## src/rtl/pond_arb_pkg.sv

```systemverilog
// Shared types and default widths for the pond access arbiter.
package pond_arb_pkg;

    localparam int unsigned POND_DATA_W     = 16;
    localparam int unsigned POND_ADDR_W     = 5;
    localparam int unsigned POND_WBUF_DEPTH = 4;

    // One deferred write held in the write buffer.
    typedef struct packed {
        logic [POND_ADDR_W-1:0] addr;
        logic [POND_DATA_W-1:0] data;
    } wbuf_entry_t;

    // Who owns the SRAM port this cycle.
    typedef enum logic [1:0] {
        ARB_IDLE   = 2'd0,
        ARB_READ   = 2'd1,
        ARB_DRAIN  = 2'd2,
        ARB_DIRECT = 2'd3
    } arb_t;

endpackage

```

## src/rtl/pond_access_arbiter_if.sv

```systemverilog
// Accessor request/return and SRAM macro signals of the pond access arbiter.
interface pond_access_arbiter_if
    import pond_arb_pkg::*;
#(
    parameter int unsigned DATA_WIDTH = POND_DATA_W,
    parameter int unsigned ADDR_WIDTH = POND_ADDR_W
);

    logic                  wr_valid;
    logic [ADDR_WIDTH-1:0] wr_addr;
    logic [DATA_WIDTH-1:0] wr_data;
    logic                  rd_valid;
    logic [ADDR_WIDTH-1:0] rd_addr;
    logic [DATA_WIDTH-1:0] rd_data;
    logic                  rd_data_valid;
    logic                  mem_cen;
    logic                  mem_wen;
    logic [ADDR_WIDTH-1:0] mem_addr;
    logic [DATA_WIDTH-1:0] mem_wdata;
    logic [DATA_WIDTH-1:0] mem_rdata;

    // Arbiter side.
    modport slave (
        input  wr_valid, wr_addr, wr_data, rd_valid, rd_addr, mem_rdata,
        output rd_data, rd_data_valid, mem_cen, mem_wen, mem_addr, mem_wdata
    );

    // Accessor + SRAM side.
    modport master (
        output wr_valid, wr_addr, wr_data, rd_valid, rd_addr, mem_rdata,
        input  rd_data, rd_data_valid, mem_cen, mem_wen, mem_addr, mem_wdata
    );

endinterface

```

## src/rtl/pond_wbuf.sv

```systemverilog
// Ordered write buffer: FIFO drain plus youngest-entry address lookup for forwarding.
module pond_wbuf
    import pond_arb_pkg::*;
#(
    parameter  int unsigned DEPTH = POND_WBUF_DEPTH,
    localparam int unsigned CW    = $clog2(DEPTH) + 1
) (
    input  logic                   clk,
    input  logic                   rst_n,
    input  logic                   i_push,
    input  logic                   i_pop,
    input  wbuf_entry_t            i_push_entry,
    input  logic [POND_ADDR_W-1:0] i_lookup_addr,
    output wbuf_entry_t            o_head,
    output logic                   o_empty,
    output logic                   o_drop,
    output logic                   o_hit,
    output logic [POND_DATA_W-1:0] o_hit_data,
    output logic [CW-1:0]          o_count
);

    localparam int unsigned PW = $clog2(DEPTH);

    wbuf_entry_t   r_mem [DEPTH];
    logic [PW-1:0] r_wr_ptr;
    logic [PW-1:0] r_rd_ptr;
    logic [CW-1:0] r_count;
    logic          w_full;
    logic          w_do_pop;
    logic          w_do_push;

    assign w_full    = (r_count == CW'(DEPTH));
    assign o_empty   = (r_count == '0);
    assign w_do_pop  = i_pop && !o_empty;
    assign w_do_push = i_push && (!w_full || w_do_pop);
    assign o_drop    = i_push && w_full && !w_do_pop;
    assign o_head    = r_mem[r_rd_ptr];
    assign o_count   = r_count;

    // Pointer and occupancy update; pointers wrap naturally at DEPTH.
    always_ff @(posedge clk) begin
        if (!rst_n) begin
            r_wr_ptr <= '0;
            r_rd_ptr <= '0;
            r_count  <= '0;
        end else begin
            if (w_do_push) r_wr_ptr <= r_wr_ptr + PW'(1);
            if (w_do_pop)  r_rd_ptr <= r_rd_ptr + PW'(1);
            unique case ({w_do_push, w_do_pop})
                2'b10:   r_count <= r_count + CW'(1);
                2'b01:   r_count <= r_count - CW'(1);
                default: r_count <= r_count;
            endcase
        end
    end

    // Entry storage; contents are don't-care while unoccupied.
    always_ff @(posedge clk) begin
        if (w_do_push) r_mem[r_wr_ptr] <= i_push_entry;
    end

    // Scan oldest to youngest so the last match wins.
    always_comb begin
        o_hit      = 1'b0;
        o_hit_data = '0;
        for (int unsigned i = 0; i < DEPTH; i++) begin
            if ((CW'(i) < r_count) && (r_mem[r_rd_ptr + PW'(i)].addr == i_lookup_addr)) begin
                o_hit      = 1'b1;
                o_hit_data = r_mem[r_rd_ptr + PW'(i)].data;
            end
        end
    end

endmodule

```

## src/rtl/pond_access_arbiter.sv

```systemverilog
// Single-port pond SRAM arbiter: reads win, writes defer to a buffer, reads forward from it.
// Optional statistics counters: define POND_ACCESS_ARBITER_STATS_EN.
module pond_access_arbiter
    import pond_arb_pkg::*;
#(
    parameter  int unsigned DATA_WIDTH = POND_DATA_W,
    parameter  int unsigned ADDR_WIDTH = POND_ADDR_W,
    parameter  int unsigned WBUF_DEPTH = POND_WBUF_DEPTH,
    localparam int unsigned CW         = $clog2(WBUF_DEPTH) + 1
) (
    input  logic                        clk,
    input  logic                        rst_n,
    input  logic                        tile_en,
    pond_access_arbiter_if.slave        bus,
    output logic [CW-1:0]               wbuf_count,
`ifdef POND_ACCESS_ARBITER_STATS_EN
    output logic [15:0]                 stat_deferred_writes,
    output logic [15:0]                 stat_forwarded_reads,
`endif
    output logic                        overflow
);

    arb_t                   w_arb;
    logic                   w_push;
    logic                   w_pop;
    logic                   w_empty;
    logic                   w_drop;
    logic                   w_hit;
    logic [POND_DATA_W-1:0] w_hit_data;
    wbuf_entry_t            w_head;
    wbuf_entry_t            w_push_entry;
    logic [DATA_WIDTH-1:0]  w_rd_data;

    logic                   r_rd_valid;
    logic                   r_rd_fwd;
    logic [DATA_WIDTH-1:0]  r_rd_fwd_data;
    logic [DATA_WIDTH-1:0]  r_rd_hold;
    logic                   r_overflow;

    // Port ownership; nothing is granted in reset or with the tile disabled.
    always_comb begin
        w_arb = ARB_IDLE;
        if (rst_n && tile_en) begin
            if (bus.rd_valid)      w_arb = ARB_READ;
            else if (!w_empty)     w_arb = ARB_DRAIN;
            else if (bus.wr_valid) w_arb = ARB_DIRECT;
        end
    end

    assign w_push       = bus.wr_valid && ((w_arb == ARB_READ) || (w_arb == ARB_DRAIN));
    assign w_pop        = (w_arb == ARB_DRAIN);
    assign w_push_entry = '{addr: POND_ADDR_W'(bus.wr_addr), data: POND_DATA_W'(bus.wr_data)};

    pond_wbuf #(.DEPTH(WBUF_DEPTH)) u_wbuf (
        .clk           (clk),
        .rst_n         (rst_n),
        .i_push        (w_push),
        .i_pop         (w_pop),
        .i_push_entry  (w_push_entry),
        .i_lookup_addr (POND_ADDR_W'(bus.rd_addr)),
        .o_head        (w_head),
        .o_empty       (w_empty),
        .o_drop        (w_drop),
        .o_hit         (w_hit),
        .o_hit_data    (w_hit_data),
        .o_count       (wbuf_count)
    );

    // SRAM port mux driven by the arbitration outcome.
    always_comb begin
        bus.mem_cen   = 1'b0;
        bus.mem_wen   = 1'b0;
        bus.mem_addr  = '0;
        bus.mem_wdata = '0;
        unique case (w_arb)
            ARB_READ: begin
                bus.mem_cen  = 1'b1;
                bus.mem_addr = bus.rd_addr;
            end
            ARB_DRAIN: begin
                bus.mem_cen   = 1'b1;
                bus.mem_wen   = 1'b1;
                bus.mem_addr  = ADDR_WIDTH'(w_head.addr);
                bus.mem_wdata = DATA_WIDTH'(w_head.data);
            end
            ARB_DIRECT: begin
                bus.mem_cen   = 1'b1;
                bus.mem_wen   = 1'b1;
                bus.mem_addr  = bus.wr_addr;
                bus.mem_wdata = bus.wr_data;
            end
            default: ;
        endcase
    end

    // SRAM data arrives the cycle after the access, so the return selects it live and holds it afterwards.
    assign w_rd_data         = r_rd_valid ? (r_rd_fwd ? r_rd_fwd_data : bus.mem_rdata) : r_rd_hold;
    assign bus.rd_data       = w_rd_data;
    assign bus.rd_data_valid = r_rd_valid;
    assign overflow          = r_overflow;

    // Read-return bookkeeping and sticky overflow.
    always_ff @(posedge clk) begin
        if (!rst_n) begin
            r_rd_valid    <= 1'b0;
            r_rd_fwd      <= 1'b0;
            r_rd_fwd_data <= '0;
            r_rd_hold     <= '0;
            r_overflow    <= 1'b0;
        end else begin
            r_rd_valid <= (w_arb == ARB_READ);
            if (w_arb == ARB_READ) begin
                r_rd_fwd      <= w_hit;
                r_rd_fwd_data <= DATA_WIDTH'(w_hit_data);
            end
            if (r_rd_valid) r_rd_hold <= w_rd_data;
            if (w_drop)     r_overflow <= 1'b1;
        end
    end

`ifdef POND_ACCESS_ARBITER_STATS_EN
    logic [15:0] r_stat_deferred;
    logic [15:0] r_stat_forwarded;

    // Saturating counters of buffered writes and forwarded reads.
    always_ff @(posedge clk) begin
        if (!rst_n) begin
            r_stat_deferred  <= '0;
            r_stat_forwarded <= '0;
        end else begin
            if (w_push && !w_drop && (r_stat_deferred != 16'hFFFF))
                r_stat_deferred <= r_stat_deferred + 16'd1;
            if ((w_arb == ARB_READ) && w_hit && (r_stat_forwarded != 16'hFFFF))
                r_stat_forwarded <= r_stat_forwarded + 16'd1;
        end
    end

    assign stat_deferred_writes = r_stat_deferred;
    assign stat_forwarded_reads = r_stat_forwarded;
`endif

endmodule

```

## src/flat_wrapper.sv

```systemverilog
// flat-port wrapper written by rule: the top's interface ports become plain ports
module pond_access_arbiter_flat import pond_arb_pkg::*;
#(
    parameter  int unsigned DATA_WIDTH = POND_DATA_W,
    parameter  int unsigned ADDR_WIDTH = POND_ADDR_W,
    parameter  int unsigned WBUF_DEPTH = POND_WBUF_DEPTH,
    localparam int unsigned CW         = $clog2(WBUF_DEPTH) + 1
)
  (clk, rst_n, tile_en, wbuf_count, overflow, bus_wr_valid, bus_wr_addr, bus_wr_data, bus_rd_valid, bus_rd_addr, bus_mem_rdata, bus_rd_data, bus_rd_data_valid, bus_mem_cen, bus_mem_wen, bus_mem_addr, bus_mem_wdata);
  pond_access_arbiter_if #(.DATA_WIDTH(DATA_WIDTH), .ADDR_WIDTH(ADDR_WIDTH)) bus_i ();
  input  logic clk;
  input  logic rst_n;
  input  logic tile_en;
  output logic [CW-1:0] wbuf_count;
  output logic overflow;
  input wire logic [$bits(bus_i.wr_valid)-1:0] bus_wr_valid;
  input wire logic [$bits(bus_i.wr_addr)-1:0] bus_wr_addr;
  input wire logic [$bits(bus_i.wr_data)-1:0] bus_wr_data;
  input wire logic [$bits(bus_i.rd_valid)-1:0] bus_rd_valid;
  input wire logic [$bits(bus_i.rd_addr)-1:0] bus_rd_addr;
  input wire logic [$bits(bus_i.mem_rdata)-1:0] bus_mem_rdata;
  output wire logic [$bits(bus_i.rd_data)-1:0] bus_rd_data;
  output wire logic [$bits(bus_i.rd_data_valid)-1:0] bus_rd_data_valid;
  output wire logic [$bits(bus_i.mem_cen)-1:0] bus_mem_cen;
  output wire logic [$bits(bus_i.mem_wen)-1:0] bus_mem_wen;
  output wire logic [$bits(bus_i.mem_addr)-1:0] bus_mem_addr;
  output wire logic [$bits(bus_i.mem_wdata)-1:0] bus_mem_wdata;
  assign bus_i.wr_valid = bus_wr_valid;
  assign bus_i.wr_addr = bus_wr_addr;
  assign bus_i.wr_data = bus_wr_data;
  assign bus_i.rd_valid = bus_rd_valid;
  assign bus_i.rd_addr = bus_rd_addr;
  assign bus_i.mem_rdata = bus_mem_rdata;
  assign bus_rd_data = bus_i.rd_data;
  assign bus_rd_data_valid = bus_i.rd_data_valid;
  assign bus_mem_cen = bus_i.mem_cen;
  assign bus_mem_wen = bus_i.mem_wen;
  assign bus_mem_addr = bus_i.mem_addr;
  assign bus_mem_wdata = bus_i.mem_wdata;
  pond_access_arbiter #(.DATA_WIDTH(DATA_WIDTH), .ADDR_WIDTH(ADDR_WIDTH), .WBUF_DEPTH(WBUF_DEPTH)) u_core (.clk(clk), .rst_n(rst_n), .tile_en(tile_en), .bus(bus_i), .wbuf_count(wbuf_count), .overflow(overflow));
endmodule
```

## config.mk

```make
export PLATFORM = sky130hd
export DESIGN_NAME = pond_access_arbiter_flat
export DESIGN_NICKNAME = d
export VERILOG_FILES = /design/src/rtl/pond_arb_pkg.sv /design/src/rtl/pond_access_arbiter_if.sv /design/src/rtl/pond_wbuf.sv /design/src/rtl/pond_access_arbiter.sv /design/src/flat_wrapper.sv
export SDC_FILE = /design/constraint.sdc
export NUM_CORES = 1
export LEC_CHECK = 0
export ABC_AREA = 0
export CORE_UTILIZATION = 63
export CTS_BUF_LIST = sky130_fd_sc_hd__clkbuf_8
export CTS_CLUSTER_DIAMETER = 120
export DETAILED_ROUTE_END_ITERATION = 8
export GPL_TIMING_DRIVEN = 1
export PLACE_DENSITY = 0.88
export REMOVE_ABC_BUFFERS = 1
export SYNTH_ARGS = -nofsm -noshare
export SYNTH_HDL_FRONTEND = slang
export SYNTH_SLANG_ARGS = --single-unit
```

## constraint.sdc

```tcl
create_clock -name clk -period 5.7 [get_ports clk]
set_input_delay 0.57 -clock clk [delete_from_list [all_inputs] [get_ports clk]]
set_output_delay 0.57 -clock clk [all_outputs]
set_load 0.005 [all_outputs]
```

==> reports/qor.yml <==
logic_synthesis:
  synth_flop_cell: "edfxtp_1"
  yosys.area.top_type: "edfxtp_1"
  ys_seq_elements: 128
  ys_seq_area_frac: 0.423
  syn_area_sq_um: 8040
  synth_area_leaders: "edfxtp_1 (31%), mux4_2 (15%), dfxtp_1 (11%)"
  synth-edff-count: 84
  postSynthCellCount: 591
  avgSynthCellArea_sq_um: 13.6
  synth_most_common_cell: "edfxtp_1"
  synthArstFlopShare: 0
  synth_common_cells: "edfxtp_1 (84), nor2_1 (57), mux4_2 (55), dfxtp_1 (44), mux2i_1 (36)"
  yosysWarnings: 0
  synth_top_area_share: 0.314
  yosysUniqueCellTypes: 55
routing:
  vias: 5826
  post_drt_via_cell_ratio: 6.97
  antenna_left: 0
  drc: 0
  drt-initial-drc-count: 630
  post_drt_wl_per_cell_microns: 24.3
  finalWirelength_microns: 20300
  drt_pre_antenna_iters: 6
worst_setup_path:
  worstRegToRegCells: 6
  crit_chain: "clkdlybuf4s50_1 > nand2_1 > nor2_1 > o21ai_0 > inv_1 > ha_1 > a222oi_1 > nor2_1 > clkdlybuf4s50_1"
  critical_path_required_ps: 5130
  cp_top_family: "buffers and inverters"
  path_buf_inv: 3
  worst_path_largest_cell_delay_ps: 960
  critical-path-slowest-cell: "ha_1"
  reg2reg_slack_ps: 1770
  cp_max_fo: 22
  cp.arrival_ps: 3700
  crit_path_start_kind: "primary input"
  end_kind: "output pin"
  timing.rr.end: "u_core.r_rd_fwd_data[0]$_SDFFE_PN0N_"
  crit_type: "in2out"
worst_hold_path:
  hp-class: "reg2reg"
  min_to: "u_core.overflow$_SDFFE_PN0P_"
  min_delay_path_depth: 2
  hold_start: "u_core.overflow$_SDFFE_PN0P_"
placement:
  dp_hpwl_microns: 12600
  io_buffers: 90
  place_congestion: 0.836
  pre_cts_slack_ps: 1510
  dp_cells: 804
final_layout:
  multi_input_area_sq_um: 4140
  nets: 714
  drive_above_1_share: 0.213
  seq_area_sq_um: 3410
  antenna_cells: 0
  nFillCells: 765
  area_growth_syn_to_layout_pct: 15.1
  instances_no_fill: 836
power_and_ir_drop:
  p_leak_nw: 2.95
  powerDensity_nw_per_um2: 237
  worst_ir_drop_vdd_v: 0.000245
  power_w: 0.00220
cts:
  cts_num_sinks: 128
  postCtsSetupBuffers: 0
  clkSlewWorstSetupHoldPaths_ps: 70
  ctsHoldBuffers: 0
  clockBufferDepth: 2
  numCtsBuffers: 17
  clock-root-buffer: "clkbuf_8"
  clock_latency_ps: 460
  cts-resized-gates: 0
  cts_tree: "done"
  cts-htree-levels: 4
global_route:
  grt_pass1_vias: 5893
  grt_overflow: 0
  antenna_found_initial: 0
  track_usage: 0.325
  grt_max_degree: 77
  grt_pass1_wl_microns: 31000
timing:
  hold_viol_final: 0
  worst_slack_ps: 1430
  post-route-period-util: 0.749
  slew_headroom: 0.150
  final_max_slew_viol_count: 0
  fin_tns_setup_ps: 0
  skew_ps: 11.5
  fmax_mhz: 234
  rsz0062_at_grt: "false"
  setup_viol: 0
  finalCriticalPeriod_ps: 4270
  worst_pin_slew_ps: 1270
  whs_ps: 497
flow_run:
  drv_cap: 0
die:
  die_x_microns: 115
  num_rows: 40
  ios: 91
  die_h_microns: 115
  die_area_sq_um: 13200
  core_sq_um: 12200
  initial_utilization: 0.658
run_status:
  outcome: "finished clean"
==> stage by stage <==
| step | util | area [sq um] |
|---|---|---|
| final | 0.758 | 9260 |
| after global routing | 0.758 | 9260 |
| after CTS | 0.758 | 9260 |
| after detailed placement | 0.718 | 8770 |
| after global placement | 0.718 | 8770 |
| after floorplan | - | 7570 |
==> metal layers <==
metal | track usage | share of wire | up-vias
met2 | 0.542 | 0.51 | 372
met5 | 0 | 0 | -
met4 | 0.197 | 0.033 | 0
li1 | - | - | 2503
met1 | 0.388 | 0.35 | 2882
met3 | 0.0717 | 0.11 | 69
==> cell usage in the layout, fill, tap and decap left out, types with 4 or more instances in the layout <==
cell type,instances
edfxtp_1,84
a21oi_1,25
and2b_2,4
ha_1,11
dfxtp_1,42
mux4_2,55
o32ai_2,10
o32ai_1,6
nand2_1,11
o21ai_0,9
mux4_1,14
bufinv_16,6
and2_1,22
a222oi_1,5
buf_4,10
inv_1,10
clkdlybuf4s50_1,90
a221oi_2,10
xnor2_1,15
mux2i_1,36
xor2_1,6
nand2b_1,4
nor2_1,57
mux2_2,6
o211ai_1,16
nor2b_1,13
a221oi_1,6
clkbuf_8,18
a22o_1,16
a31oi_1,17
==> power by group <==
part / switching [W] / internal (W)
sequential: 0.0000199 / 0.00100
clock: 0.000382 / 0.000577
combinational: 0.000103 / 0.000111
==> worst register-to-register path: cells and delay by family, from the launching register on <==
family | cells | cell delay (ps)
AOI/OAI and AO/OA | 3 | 1670
xor gates and xnor gates | 1 | 300
DFF | 1 | 1140
muxes | 1 | 510
and+or+nand+nor | 1 | 210
==> sequential cells by signal, indices dropped and copies added (netlist names), named ones only <==
name	count
u_core.bus.rd_data_valid	1
u_core.overflow	1
u_core.r_rd_fwd	1
u_core.r_rd_fwd_data	16
u_core.r_rd_hold	16
u_core.u_wbuf.o_count	3
u_core.u_wbuf.r_mem	84
u_core.u_wbuf.r_rd_ptr	2
u_core.u_wbuf.r_wr_ptr	2
==> how the worst max path moves through the flow <==
stage	from	to	slack (ps)	cells after the start
final	rst_n	bus_mem_addr[4]	1430	9
after global routing	u_core.u_wbuf.o_count[0]$_SDFFE_PN0P_	bus_mem_addr[4]	1210	9
after CTS	u_core.u_wbuf.o_count[0]$_SDFFE_PN0P_	bus_mem_addr[4]	1450	9
after detailed placement	rst_n	bus_mem_addr[4]	1510	9
after global placement	rst_n	bus_mem_addr[4]	1700	9
after floorplan	u_core.u_wbuf.r_rd_ptr[0]$_SDFFE_PN0P_	u_core.r_rd_fwd_data[0]$_SDFFE_PN0N_	1320	6
==> cell families after synthesis <==
| family | count (synthesis) | synth area share |
|---|---|---|
| AO/OA/AOI/OAI | 128 | 0.136 |
| AND/OR/NAND/NOR | 123 | 0.0767 |
| XOR/XNOR | 23 | 0.0269 |
| buffers and inverters | 65 | 0.0626 |
| adder cells (fa/ha/maj) | 12 | 0.0187 |
| flip-flops | 128 | 0.423 |
| multiplexers | 112 | 0.256 |
==> area by class of cell <==
type	count	share of cell area
Tap cell	168	0.0227
Clock inverter	14	0.0258
Clock buffer	18	0.0268
Multi-Input combinational cell	398	0.447
Inverter	10	0.00405
Sequential cell	128	0.368
Timing Repair Buffer	100	0.105
Power figures use the tool's default switching activity.
